[config.mk]
export PLATFORM = sky130hd
export DESIGN_NAME = mem_demux
export DESIGN_NICKNAME = d
export VERILOG_FILES = /design/src/rtl/mem_demux.sv
export SDC_FILE = /design/constraint.sdc
export NUM_CORES = 1
export LEC_CHECK = 0
export BUFFER_PORTS_ARGS = -buffer_cell sky130_fd_sc_hd__buf_4
export CORE_AREA = 2 2 117 119
export CTS_CLUSTER_DIAMETER = 40
export CTS_CLUSTER_SIZE = 25
export DETAILED_ROUTE_END_ITERATION = 6
export DIE_AREA = 0 0 119 121
export GPL_TIMING_DRIVEN = 0
export PLACE_DENSITY = 0.69
export SETUP_SLACK_MARGIN = 0.15
export SLEW_MARGIN = 20
export SYNTH_ARGS = -nofsm -noshare
export SYNTH_HDL_FRONTEND = slang
export SYNTH_SLANG_ARGS = --single-unit
[constraint.sdc]
create_clock -name clk_i -period 1.72 [get_ports clk_i]
set_clock_uncertainty 0.2 [all_clocks]
set_input_delay 0.172 -clock clk_i [delete_from_list [all_inputs] [get_ports clk_i]]
set_output_delay 0.172 -clock clk_i [all_outputs]
set_load 0.05 [all_outputs]
[src/rtl/mem_demux.sv]
// Routes one CPU load/store at a time to data memory (target 0) or MMIO (target 1) and
// returns load data or a timeout error. All outputs except req_ready_o are registered.
module mem_demux #(
  parameter int unsigned               DataWidth = 32,
  parameter int unsigned               AddrWidth = 32,
  parameter logic [AddrWidth-1:0]      IoBase    = 32'hFFFF_0000,
  parameter int unsigned               Timeout   = 16
) (
  input  logic                 clk_i,
  input  logic                 rst_i,
  input  logic                 req_valid_i,
  output logic                 req_ready_o,
  input  logic                 req_we_i,
  input  logic [AddrWidth-1:0] req_addr_i,
  input  logic [DataWidth-1:0] req_wdata_i,
  output logic                 rsp_valid_o,
  output logic [DataWidth-1:0] rsp_rdata_o,
  output logic                 rsp_err_o,
  output logic                 t0_valid_o,
  input  logic                 t0_ready_i,
  output logic                 t0_we_o,
  output logic [AddrWidth-1:0] t0_addr_o,
  output logic [DataWidth-1:0] t0_wdata_o,
  input  logic                 t0_rvalid_i,
  input  logic [DataWidth-1:0] t0_rdata_i,
  output logic                 t1_valid_o,
  input  logic                 t1_ready_i,
  output logic                 t1_we_o,
  output logic [AddrWidth-1:0] t1_addr_o,
  output logic [DataWidth-1:0] t1_wdata_o,
  input  logic                 t1_rvalid_i,
  input  logic [DataWidth-1:0] t1_rdata_i
);

  localparam int unsigned CntW = $clog2(Timeout);

  typedef enum logic [1:0] {StIdle, StIssue, StWait} state_e;

  state_e               state_q, state_d;
  logic                 we_q, we_d;
  logic [AddrWidth-1:0] addr_q, addr_d;
  logic [DataWidth-1:0] wdata_q, wdata_d;
  logic                 sel_q, sel_d;
  logic [CntW-1:0]      cnt_q, cnt_d;
  logic [1:0]           tvalid_q, tvalid_d;
  logic [1:0]           twe_q, twe_d;
  logic                 rsp_valid_q, rsp_valid_d;
  logic [DataWidth-1:0] rsp_rdata_q, rsp_rdata_d;
  logic                 rsp_err_q, rsp_err_d;

  // Only the selected target's handshake and read-data signals are observed.
  logic                 sel_ready;
  logic                 sel_rvalid;
  logic [DataWidth-1:0] sel_rdata;

  assign sel_ready  = sel_q ? t1_ready_i  : t0_ready_i;
  assign sel_rvalid = sel_q ? t1_rvalid_i : t0_rvalid_i;
  assign sel_rdata  = sel_q ? t1_rdata_i  : t0_rdata_i;

  always_comb begin
    state_d     = state_q;
    we_d        = we_q;
    addr_d      = addr_q;
    wdata_d     = wdata_q;
    sel_d       = sel_q;
    cnt_d       = cnt_q;
    tvalid_d    = tvalid_q;
    twe_d       = twe_q;
    rsp_valid_d = 1'b0;
    rsp_rdata_d = rsp_rdata_q;
    rsp_err_d   = rsp_err_q;

    case (state_q)
      StIdle: begin
        if (req_valid_i) begin
          we_d     = req_we_i;
          addr_d   = req_addr_i;
          wdata_d  = req_wdata_i;
          sel_d    = (req_addr_i >= IoBase);
          tvalid_d = sel_d ? 2'b10 : 2'b01;
          twe_d    = req_we_i ? tvalid_d : 2'b00;
          state_d  = StIssue;
        end
      end
      StIssue: begin
        if (sel_ready) begin
          tvalid_d = 2'b00;
          twe_d    = 2'b00;
          if (we_q) begin
            state_d = StIdle;
          end else begin
            cnt_d   = '0;
            state_d = StWait;
          end
        end
      end
      StWait: begin
        // Read data in the last permitted cycle takes priority over the timeout.
        if (sel_rvalid) begin
          rsp_valid_d = 1'b1;
          rsp_rdata_d = sel_rdata;
          rsp_err_d   = 1'b0;
          state_d     = StIdle;
        end else if (cnt_q == CntW'(Timeout - 1)) begin
          rsp_valid_d = 1'b1;
          rsp_rdata_d = '0;
          rsp_err_d   = 1'b1;
          state_d     = StIdle;
        end else begin
          cnt_d = cnt_q + CntW'(1);
        end
      end
      default: state_d = StIdle;
    endcase
  end

  always_ff @(posedge clk_i) begin
    if (rst_i) begin
      state_q     <= StIdle;
      we_q        <= 1'b0;
      addr_q      <= '0;
      wdata_q     <= '0;
      sel_q       <= 1'b0;
      cnt_q       <= '0;
      tvalid_q    <= 2'b00;
      twe_q       <= 2'b00;
      rsp_valid_q <= 1'b0;
      rsp_rdata_q <= '0;
      rsp_err_q   <= 1'b0;
    end else begin
      state_q     <= state_d;
      we_q        <= we_d;
      addr_q      <= addr_d;
      wdata_q     <= wdata_d;
      sel_q       <= sel_d;
      cnt_q       <= cnt_d;
      tvalid_q    <= tvalid_d;
      twe_q       <= twe_d;
      rsp_valid_q <= rsp_valid_d;
      rsp_rdata_q <= rsp_rdata_d;
      rsp_err_q   <= rsp_err_d;
    end
  end

  assign req_ready_o = (state_q == StIdle);
  assign rsp_valid_o = rsp_valid_q;
  assign rsp_rdata_o = rsp_rdata_q;
  assign rsp_err_o   = rsp_err_q;

  assign t0_valid_o  = tvalid_q[0];
  assign t0_we_o     = twe_q[0];
  assign t0_addr_o   = addr_q;
  assign t0_wdata_o  = wdata_q;
  assign t1_valid_o  = tvalid_q[1];
  assign t1_we_o     = twe_q[1];
  assign t1_addr_o   = addr_q;
  assign t1_wdata_o  = wdata_q;

endmodule

== Word-level counts from Yosys, hierarchy flattened ==
Index checks and enable logic that the tools add are counted.
Storage, ports and cells
  input port bits: 136
  output and inout port bits: 167
  flip-flop bits (word level): 110
Cells by class
  reduce and logical (&&, ||, !) cells: 10
  multiplexer cells: 27
  $lt $le $gt $ge: 1
  add/subtract/negate cells: 1
  equality and inequality tests: 9
  bitwise logic cells: 1
Operators by type and width (count)
  2-to-1 mux 32 bit: 3
  greater-or-equal comparator 32 bit (second input constant): 1
  2-to-1 mux 2 bit: 10
  2-to-1 mux 4 bit: 4
  inequality test 2 bit (second input constant): 5
  one-hot mux 2 bit (2 select lines): 2
  one-hot mux 4 bit (2 select lines): 1
  2-to-1 mux 1 bit: 6
  one-hot mux 2 bit (3 select lines): 1
  AND reduction 3 bit: 2
  nonzero test 2 bit: 3
  AND reduction 5 bit: 1
  adder 4 x 1 -> 4 bit (second input constant): 1
  == test 4 bit (second input constant): 1
  AND reduction 2 bit: 2
  inequality test 3 bit (second input constant): 1
  == test 2 x 1 -> 1 bit (second input constant): 1
  == test 2 bit (second input constant): 1
  zero test 2 bit: 1
  OR reduction 2 bit: 1
  NOT 1 bit: 1

== Depth between registers and ports, before layout ==
Gate-level depths: netlist (run 1).
  word-level depth: 5
  depth in mapped cells: 7

== Worst setup path before layout (run 1) ==
Ideal clock, no wire load.
  path type: register to register
  start: register state_q[1]
  end: register sel_q
  setup time: 0.070 ns
  path buffers: 3
  slack: -0.427 ns
  stages on the path, launching flop included: 8
  arrival: 1.876 ns
  cell sequence: dfxtp_1 -> nor2_1 -> and2_1 -> clkbuf_1 -> buf_4 -> buf_2 -> nand2_1 -> a21oi_1
Between the ends
  word-level cells in the longest chain between the ends: 2
RTL lines
  from (decl): line 39  | state_e state_q, state_d;
  from (signal assigned): line 119  | state_q <= StIdle;
  from (signal assigned): line 131  | state_q <= state_d;
  zero test 2 bit
  net req_ready_o: line 12  | output logic req_ready_o,
  AND reduction 2 bit (no source line)
  to (signal assigned): line 135  | sel_q <= sel_d;
  to (decl): line 43  | logic sel_q, sel_d;
The timed path passes the listed nets, and every way through them passes these cells.
A chain may end at the register's enable or synchronous reset.

== Worst setup path after layout (run 1) ==
  start: register sel_q
  end: register rsp_rdata_q[18], in the netlist rsp_rdata_o[18]
Between the ends
  word-level cells in the longest chain between the ends: 3
  elaborated cells on any way between the ends: 5
  classes of those cells: 3 x mux; 2 x reduce/logical
RTL lines
  2-to-1 mux 1 bit: line 57  | assign sel_rvalid = sel_q ? t1_rvalid_i : t0_rvalid_i;
  nonzero test 2 bit (no source line)
  AND reduction 2 bit (no source line)
  to (signal assigned): line 140  | rsp_rdata_q <= rsp_rdata_d;
  to (decl): line 48  | logic [DataWidth-1:0] rsp_rdata_q, rsp_rdata_d;
Parallel ways exist; a longest one is shown, timed or not.

==> reports/summary.txt, run 1 <==
Number of DRC markers in iteration 0: 256
Total routed wirelength: 20.2 mm
Antenna Cells: 0
Layout Cells excl Fill: 1172
Dpl ws: -0.130 ns
Predominant post-synthesis flop cell: dfxtp_1
Port Buf Inserts: 302
Gr ovfl total: 0
Pwr/cell area: 737 nW/µm²
H-tree depth: 3
# clock sinks: 110
Violated checks: hold timing, setup timing
Final Cell Area: 10000 µm²
Critical Path RT: 1.80 ns
Latest clock arrival within the worst-skew pair: 0.34 ns
Vias in the first global route: 5623
Initial antenna violation count: 0
Startpoint types: flop
Drt pass-1 iters: 4
Fill cells: 791
Final core occ: 76.7%
Final net count: 1129
Die area: 14400 µm²
Seq/Total Area, Yosys: 47.6%
I/O Pins: 303
PnR worst setup slack: -0.0711 ns
Flop and latch count out of synthesis: 110
Clock buffer depth: 2
CTS root buf: clkbuf_16
Final setup vio count: 36
CP endpoint kind: flop
Peak supply drop: 0.000448 V
P_int: 4950 µW
Final hold viol count: 1
Clk pwr share: 28.1%
Routed len/inst: 17.3 µm
Reg power frac: 37.7%
Largest net degree at the start of global routing: 17
Rows: 42
EDFF count, synth: 0
Hold Buf Count CTS: 130
Commonest non-fill, non-tap cell in the layout: buf_4
Most frequent cells in the layout: buf_4, dlygate4sd3_1, dfxtp_1, nand2_1, a21oi_2
Initial Utilization: 35.3%
Status: finished, violations left
Syn Nets: 660
Syn avg cell area: 8.84 µm²
Vias per inst: 4.78
Cell Area, Placed: 7160 µm²
Syn-to-layout area delta: 117%
Max_slew headroom: 49.5%
CTS buffer count: 9
GP Congestion: 0.830
Horiz. Die Dim: 119 µm
Async S/R FF share, synth: 0%
Chip height: 121 µm
Final slew viol count: 0
CP arrival: 1.87 ns
CTS tree: done
DRC viols: 0
Synthesized netlist cell count: 523
Sw frac: 33.0%
Worst-path maximum fanout: 6
DP Cell Count: 1001
Combinational power share: 34.2%
Core ar.: 13100 µm²
Global-route wire length before repair: 28.6 mm
Hold WC Path Type: in -> reg
Net Switching: 2440 µW
Leakage power: 0.00465 µW
F_max: 558 MHz
Max-cap violations: 0
Synth Cell Area: 4620 µm²
Post-route antenna net violation count: 0
Share of cells above drive strength 1: 57.2%
Unique masters post-synth: 33
Slew @ Worst Pin: 0.758 ns
GRT Util Overall: 25.0%
Critical setup path kind: reg -> reg
Min Clock Period, post-route: 1.79 ns
Hold slack: -0.0133 ns
DP HPWL: 12.3 mm
Clock slew at the register clock pins of the worst setup and hold paths: 0.07 ns
Total number of vias: 5604
Final period util: 104%
Synth warn: 0
Unrepaired setup endpoints after global routing: yes
==> synth_stat cells, types with 4 or more instances <==
cell type  count  area, µm²
buf_2         11       55.1
dfxtp_1      110       2200
inv_1          5       18.8
buf_4         65        488
clkbuf_1      15       56.3
mux2i_1       35        350
a21oi_1       67        335
nand4_1        4       25.0
nand2_1      137        514
buf_6          4       45.0
o2bb2ai_1     33        289
nor2_1         5       18.8
==> layout make-up <==
type | count | area [µm²] | area share, %
Tap cell | 176 | 220 | 2.19
Buffer | 98 | 845 | 8.42
Clock inverter | 4 | 47.5 | 0.474
Multi-Input combinational cell | 310 | 2500 | 24.9
Timing Repair Buffer | 458 | 3950 | 39.4
Clock buffer | 11 | 243 | 2.42
Sequential cell | 110 | 2210 | 22.0
Inverter | 5 | 18.8 | 0.187
==> power groups by stage <==
stage               Sequential (µW)  Combinational [µW]  Clock [µW]
floorplan                      3180                 791           0
global placement               2810                1820           0
detailed placement             2820                1840           0
CTS                            2770                2290        2110
global route                   2800                2630        2220
finish                         2790                2530        2080
==> timing repair <==
action,in CTS,in global routing
setup endpoints to repair,101,105
buffers inserted,14,2
pin swaps,39,54
cloned,8,2
gates resized for setup,118,141
endpoints found under the hold margin,102,1
==> cells by family (layout without fill, tap and decap cells) <==
| logic type | count (synthesis) | after routing | synth area share [%] |
|---|---|---|---|
| fa+ha+maj | 1 | 1 | 0.271 |
| flops | 110 | 110 | 47.6 |
| mux | 36 | 36 | 7.90 |
| simple gates | 162 | 162 | 14.4 |
| compound gates | 111 | 111 | 15.2 |
| buf+inv | 103 | 576 | 14.6 |
==> final timing paths <==
| check | slack (ns) | start | cells after the start | to |
|---|---|---|---|---|
| setup / recovery | -0.07 | sel_q | 7 | rsp_rdata_o[18] |
| hold / removal | -0.01 | rst_i | 3 | rsp_valid_o |
| setup reg to reg | -0.07 | sel_q | 7 | rsp_rdata_o[18] |
| hold reg to reg | 0.27 | rsp_rdata_o[3] | 1 | rsp_rdata_o[3] |
==> registers in the layout (all words and copies together), names as in the netlist <==
name,cells
t0_wdata_o,32
tvalid_q,2
we_q,1
rsp_valid_o,1
t0_addr_o,32
rsp_err_o,1
twe_q,2
cnt_q,4
state_q,2
sel_q,1
rsp_rdata_o,32
==> routing by layer <==
metal | vias up | routed length, µm | GRT usage [%]
li1 | 2642 | - | -
met1 | 2659 | 7570 | 26.9
met2 | 257 | 10700 | 47.6
met3 | 46 | 1330 | 6.02
met4 | 0 | 614 | 8.56
met5 | - | 0 | 0
==> through the flow <==
step	power [µW]	setup TNS (ns)
2_1_floorplan	3970	0
3_3_place_gp	4640	-2.96
5_1_grt	7650	-2.92
4_1_cts	7170	-1.33
6_report	7400	-1.21
3_5_place_dp	4660	-3.83
==> worst max-delay path: stages (launching register included) <==
cell,delay [ns]
dfxtp_2,0.33
buf_8,0.12
mux2_4,0.32
o21a_1,0.23
nor2_4,0.13
buf_12,0.15
buf_8,0.13
o2bb2ai_4,0.12
No activity file was read; power rests on OpenSTA's default activity.
==> inputs of run 2 (changes only) <==
PLACE_DENSITY = 0.8   (was 0.69)
==> run 2 against run 1 <==
Against the previous run:
- the flow finishes with violations (setup timing)
- sequential cell count unchanged
- cell count increased by 1.8%
- via count increased by 5.5%
- sequential share of layout area decreased by 1.1 points
- setup slack improved by 0.024 ns
- non-clock buffer count increased by 17
- routed wire length increased by 14%
- critical endpoint is now t0_wdata_o[22]
- largest cell class unchanged
- highest routed layer unchanged
==> reports/summary.txt, run 2 (synthesized netlist as in run 1, its figures left out) <==
Max-cap violations: 0 (unchanged)
CP arrival: 1.83 ns (was 1.87 ns)
Die area: 14400 µm² (unchanged)
Chip height: 121 µm (unchanged)
CTS tree: done (unchanged)
Dpl ws: -0.182 ns (was -0.130 ns)
Final setup vio count: 37 (was 36)
CP endpoint: t0_wdata_o[22] (was rsp_rdata_o[18])
Syn-to-layout area delta: 129% (was 117%)
R2R Setup Slk: -0.05 ns (was -0.07 ns)
Final Cell Area: 10600 µm² (was 10000 µm²)
Initial Utilization: 35.3% (unchanged)
Global-route wire length before repair: 29.9 mm (was 28.6 mm)
GRT Util Overall: 26.5% (was 25.0%)
Final slew viol count: 0 (unchanged)
Unrepaired setup endpoints after global routing: yes (unchanged)
Share of cells above drive strength 1: 62.7% (was 57.2%)
Crit. Startpoint: state_q[1] (was sel_q)
Latest clock arrival within the worst-skew pair: 0.35 ns (was 0.34 ns)
Status: finished, violations left (unchanged)
Cell Area, Placed: 7160 µm² (unchanged)
R2R depth: 9 (was 7)
Worst R2R Start: state_q[1] (was sel_q)
DP HPWL: 11.5 mm (was 12.3 mm)
Horiz. Die Dim: 119 µm (unchanged)
Port Buf Inserts: 302 (unchanged)
Min Clock Period, post-route: 1.77 ns (was 1.79 ns)
Slew @ Worst Pin: 0.861 ns (was 0.758 ns)
Hold slack: 0.0403 ns (was -0.0133 ns)
Pwr/cell area: 723 nW/µm² (was 737 nW/µm²)
Fill cells: 715 (was 791)
Hold WC Path Type: in -> reg (unchanged)
Violated checks: setup timing (was hold timing, setup timing)
Max_slew headroom: 42.1% (was 49.5%)
Vias in the first global route: 5796 (was 5623)
Leakage power: 0.00494 µW (was 0.00465 µW)
Worst-path maximum fanout: 5 (was 6)
Number of DRC markers in iteration 0: 347 (was 256)
Commonest non-fill, non-tap cell in the layout: buf_4 (unchanged)
Most frequent cells in the layout: buf_4, dlygate4sd3_1, dfxtp_1, nand2_4, a21oi_2 (was buf_4, dlygate4sd3_1, dfxtp_1, nand2_1, a21oi_2)
DRC viols: 0 (unchanged)
Total routed wirelength: 23.0 mm (was 20.2 mm)
GP Congestion: 0.774 (was 0.830)
CTS root buf: clkbuf_16 (unchanged)
Clock buffer depth: 2 (unchanged)
Core ar.: 13100 µm² (unchanged)
Gr ovfl total: 0 (unchanged)
Area occupied by multi-input gates: 2760 µm² (was 2500 µm²)
Peak supply drop: 0.000634 V (was 0.000448 V)
Routed len/inst: 19.3 µm (was 17.3 µm)
Final core occ: 80.9% (was 76.7%)
Final period util: 103% (was 104%)
CP endpoint kind: flop (unchanged)
PnR worst setup slack: -0.0472 ns (was -0.0711 ns)
CTS buffer count: 9 (unchanged)
Critical setup path kind: reg -> reg (unchanged)
Clock slew at the register clock pins of the worst setup and hold paths: 0.07 ns (about the same)
I/O Pins: 303 (unchanged)
Worst hold path depth: 4 (was 3)
Vias per inst: 4.95 (was 4.78)
Drt pass-1 iters: 6 (was 4)
Initial antenna violation count: 3 (was 0)
Critical Path RT: 1.78 ns (was 1.80 ns)
Post-route antenna net violation count: 0 (unchanged)
F_max: 566 MHz (was 558 MHz)
H-tree depth: 3 (unchanged)
Startpoint types: flop (unchanged)
Final net count: 1146 (was 1129)
Rows: 42 (unchanged)
FF+latch area: 2210 µm² (about the same)
Largest net degree at the start of global routing: 17 (unchanged)
Total number of vias: 5910 (was 5604)
Final hold viol count: 0 (was 1)
Power Total: 7660 µW (was 7400 µW)
# clock sinks: 110 (unchanged)
Worst reg2reg endpoint: t0_wdata_o[22] (was rsp_rdata_o[18])
## run 2: how the worst min path moves through the flow
stage | start | end
finish | t1_ready_i | state_q[0]
global route | t1_ready_i | state_q[0]
CTS | t1_ready_i | state_q[0]
detailed placement | req_wdata_i[0] | t0_wdata_o[0]
global placement | req_wdata_i[31] | t0_wdata_o[31]
floorplan | req_we_i | we_q
## run 2: cell type report
class / count / share of cell area [%]
well taps: 176 / 2.08
plain buffers: 98 / 8.39
inverters: 5 / 0.177
multi-input cells: 310 / 26.0
clock inverters: 3 / 0.414
repair buffers: 475 / 39.6
flip-flops and latches: 110 / 20.9
diodes: 3 / 0.0709
clock buffers: 13 / 2.36
## run 2: critical path: stages (launching register included)
cell and delay [ns]:
dfxtp_4 0.36, buf_6 0.11, buf_6 0.10, nor2_4 0.10
and2_4 0.15, buf_8 0.12, clkbuf_16 0.16, clkbuf_16 0.15
nand2_1 0.06, a21oi_1 0.17
## run 2: per-layer routing
metal,up-vias,track usage [%],share of wire [%]
met2,287,49.9,54
met3,64,6.30,5.4
met1,2869,28.3,36
met5,-,0,0
li1,2690,-,-
met4,0,10.8,4.1
## run 2: power by group
group          switching [µW]  total (µW)  internal (µW)
clock network             925        2100           1170
logic                    1500        2750           1250
registers                 141        2800           2660
## run 2: repair_timing
item                                   CTS  global route
setup endpoints to repair              101           107
pin swaps                               64            83
resized for setup                      132           224
cloned                                   9             5
endpoints found under the hold margin  101             0
setup buffers                           16            11
hold buffers                           132             0
## run 2: stage by stage
| step | setup TNS (ns) | instances |
|---|---|---|
| finish | -0.898 | 1193 |
| floorplan | 0 | 523 |
| detailed placement | -3.42 | 1001 |
| global route | -3.06 | 1193 |
| global placement | -2.77 | 1001 |
| CTS | -0.980 | 1174 |
==> inputs of run 3 (changes only) <==
BUFFER_PORTS_ARGS = not set   (was -buffer_cell sky130_fd_sc_hd__buf_4)
CORE_AREA = 2 2 118 120   (was 2 2 117 119)
DIE_AREA = 0 0 120 122   (was 0 0 119 121)
DONT_BUFFER_PORTS = 1   (was not set)
PLACE_DENSITY = 0.58   (was 0.8)
==> run 3 against run 2 <==
Against the previous run:
- sequential power up 14%
- sequential cell count unchanged
- register-to-register slack worse by 0.05 ns
- die area up 1.7%
- routed wire length down 26%
- the flow finishes with violations (hold timing, setup timing)
==> reports/summary.txt, run 3 (synthesized netlist as in run 1, its figures left out) <==
Initial Utilization: 34.2% (was 35.3%)
Worst R2R Start: state_q[0] (was state_q[1])
# clock sinks: 110 (unchanged)
TNS Setup: -3.69 ns (was -0.898 ns)
Combinational power share: 21.5% (was 36.0%)
CP arrival: 1.89 ns (was 1.83 ns)
Total number of vias: 4395 (was 5910)
Sw frac: 32.9% (was 33.6%)
Hold slack: -0.256 ns (was 0.0403 ns)
H-tree depth: 3 (unchanged)
Final slew viol count: 0 (unchanged)
Violated checks: hold timing, setup timing (was setup timing)
Initial antenna violation count: 1 (was 3)
Routed len/inst: 19.6 µm (was 19.3 µm)
Worst-path maximum fanout: 10 (was 5)
Critical setup path kind: reg -> reg (unchanged)
Latest clock arrival within the worst-skew pair: 0.35 ns (about the same)
Largest net degree at the start of global routing: 17 (unchanged)
P_int: 4690 µW (was 5090 µW)
Min Clock Period, post-route: 1.82 ns (was 1.77 ns)
Unrepaired setup endpoints after global routing: yes (unchanged)
Crit. Startpoint: state_q[0] (was state_q[1])
Worst hold path depth: 2 (was 4)
Clock slew at the register clock pins of the worst setup and hold paths: 0.07 ns (about the same)
Chip height: 122 µm (was 121 µm)
Leakage power: 0.00300 µW (was 0.00494 µW)
Min-Delay Startpoint: req_addr_i[21] (was t1_ready_i)
Final core occ: 56.5% (was 80.9%)
Startpoint types: flop (unchanged)
GRT Util Overall: 20.2% (was 26.5%)
CP endpoint kind: flop (unchanged)
Critical Path RT: 1.79 ns (was 1.78 ns)
GP Congestion: 0.781 (was 0.774)
Pwr/cell area: 916 nW/µm² (was 723 nW/µm²)
Vias in the first global route: 4160 (was 5796)
Power Total: 6980 µW (was 7660 µW)
Final hold viol count: 7 (was 0)
I/O Pins: 303 (unchanged)
Slew @ Worst Pin: 0.739 ns (was 0.861 ns)
DRC viols: 0 (unchanged)
Final setup vio count: 85 (was 37)
Status: finished, violations left (unchanged)
Horiz. Die Dim: 120 µm (was 119 µm)
PnR worst setup slack: -0.0968 ns (was -0.0472 ns)
Most frequent cells in the layout: dlygate4sd3_1, nand2_1, buf_4, dfxtp_2, a21oi_2 (was buf_4, dlygate4sd3_1, dfxtp_1, nand2_4, a21oi_2)
Core ar.: 13500 µm² (was 13100 µm²)
Max-cap violations: 0 (unchanged)
Final period util: 106% (was 103%)
Net Switching: 2290 µW (was 2570 µW)
R2R depth: 7 (was 9)
Die area: 14600 µm² (was 14400 µm²)
Number of DRC markers in iteration 0: 170 (was 347)
Global-route wire length before repair: 22.6 mm (was 29.9 mm)
CTS root buf: clkbuf_16 (unchanged)
Share of cells above drive strength 1: 44.3% (was 62.7%)
Fill cells: 1106 (was 715)
R2R Setup Slk: -0.1 ns (was -0.05 ns)
Max_slew headroom: 50.7% (was 42.1%)
Post-route antenna net violation count: 0 (unchanged)
End of the worst hold path: t0_addr_o[21] (was state_q[0])
Worst reg2reg endpoint: t0_wdata_o[26] (was t0_wdata_o[22])
Clk pwr share: 32.8% (was 27.4%)
Reg power frac: 45.7% (was 36.6%)
DP HPWL: 10.4 mm (was 11.5 mm)
CTS buffer count: 9 (unchanged)
F_max: 550 MHz (was 566 MHz)
Peak supply drop: 0.000553 V (was 0.000634 V)
Vias per inst: 5.03 (was 4.95)
Rows: 43 (was 42)
Hold WC Path Type: in -> reg (unchanged)
Clock buffer depth: 2 (unchanged)
CTS tree: done (unchanged)
Syn-to-layout area delta: 64.9% (was 129%)
Commonest non-fill, non-tap cell in the layout: dlygate4sd3_1 (was buf_4)
Final net count: 826 (was 1146)
Drt pass-1 iters: 4 (was 6)
Gr ovfl total: 0 (unchanged)
Port Buf Inserts: 0 (was 302)
Total routed wirelength: 17.1 mm (was 23.0 mm)
-- run 3: timing repair --
action                                  4_1_cts  5_1_grt
pin swaps                                     4       67
resized for setup                           100      159
hold endpoints to repair                    103       10
cloned                                        3        6
hold buffers                                125        4
endpoints found under the setup margin      171      108
setup buffers                                11        6
-- run 3: metal layers --
layer | wire length [µm] | GRT usage [%]
met1 | 6060 | 21.2
met5 | 0 | 0
met3 | 1630 | 6.93
met2 | 8980 | 36.9
met4 | 431 | 8.38
-- run 3: layout make-up --
cell class                      count  area, µm²  share of cell area [%]
Sequential cell                   110       2290                    30.1
Buffer                             98        803                    10.5
Multi-Input combinational cell    310       2290                    30.1
Antenna cell                        1       2.50                  0.0328
Clock inverter                      3       67.6                   0.886
Timing Repair Buffer              155       1660                    21.8
Clock buffer                       12        256                    3.36
Tap cell                          180        225                    2.95
Inverter                            5       18.8                   0.246
-- run 3: power groups by stage --
stage / sequential, µW / combinational, µW / clock (µW)
6_report: 3190 / 1500 / 2290
5_1_grt: 3210 / 1570 / 2440
4_1_cts: 3190 / 1200 / 2340
3_5_place_dp: 3230 / 899 / 0
3_3_place_gp: 3220 / 887 / 0
2_1_floorplan: 3180 / 791 / 0
-- run 3: worst max-delay path, cell delays in order, from the launching register on --
cell and delay [ns]:
dfxtp_4 0.37, nor2_4 0.31, and2_4 0.23, buf_12 0.12, buf_12 0.13, buf_8 0.13, nand2_1 0.09, a21oi_1 0.16
-- run 3: worst max-delay path by stage --
stage | endpoint | slack [ns] | cells after the start
after floorplan | rsp_rdata_o[10] | 0.1 | 6
after global placement | tvalid_q[1] | -0.19 | 5
after detailed placement | tvalid_q[1] | -0.17 | 5
after CTS | rsp_rdata_o[17] | -0.07 | 7
after global routing | t0_wdata_o[26] | -0.16 | 7
final | t0_wdata_o[26] | -0.1 | 7
-- run 3: metrics by stage --
stage / instance area, µm² / instances / worst slack [ns]
2_1_floorplan: 4670 / 523 / 0.0979
3_3_place_gp: 4900 / 703 / -0.190
3_5_place_dp: 4900 / 703 / -0.167
4_1_cts: 6810 / 857 / -0.0732
5_1_grt: 7620 / 874 / -0.164
6_report: 7620 / 874 / -0.0968
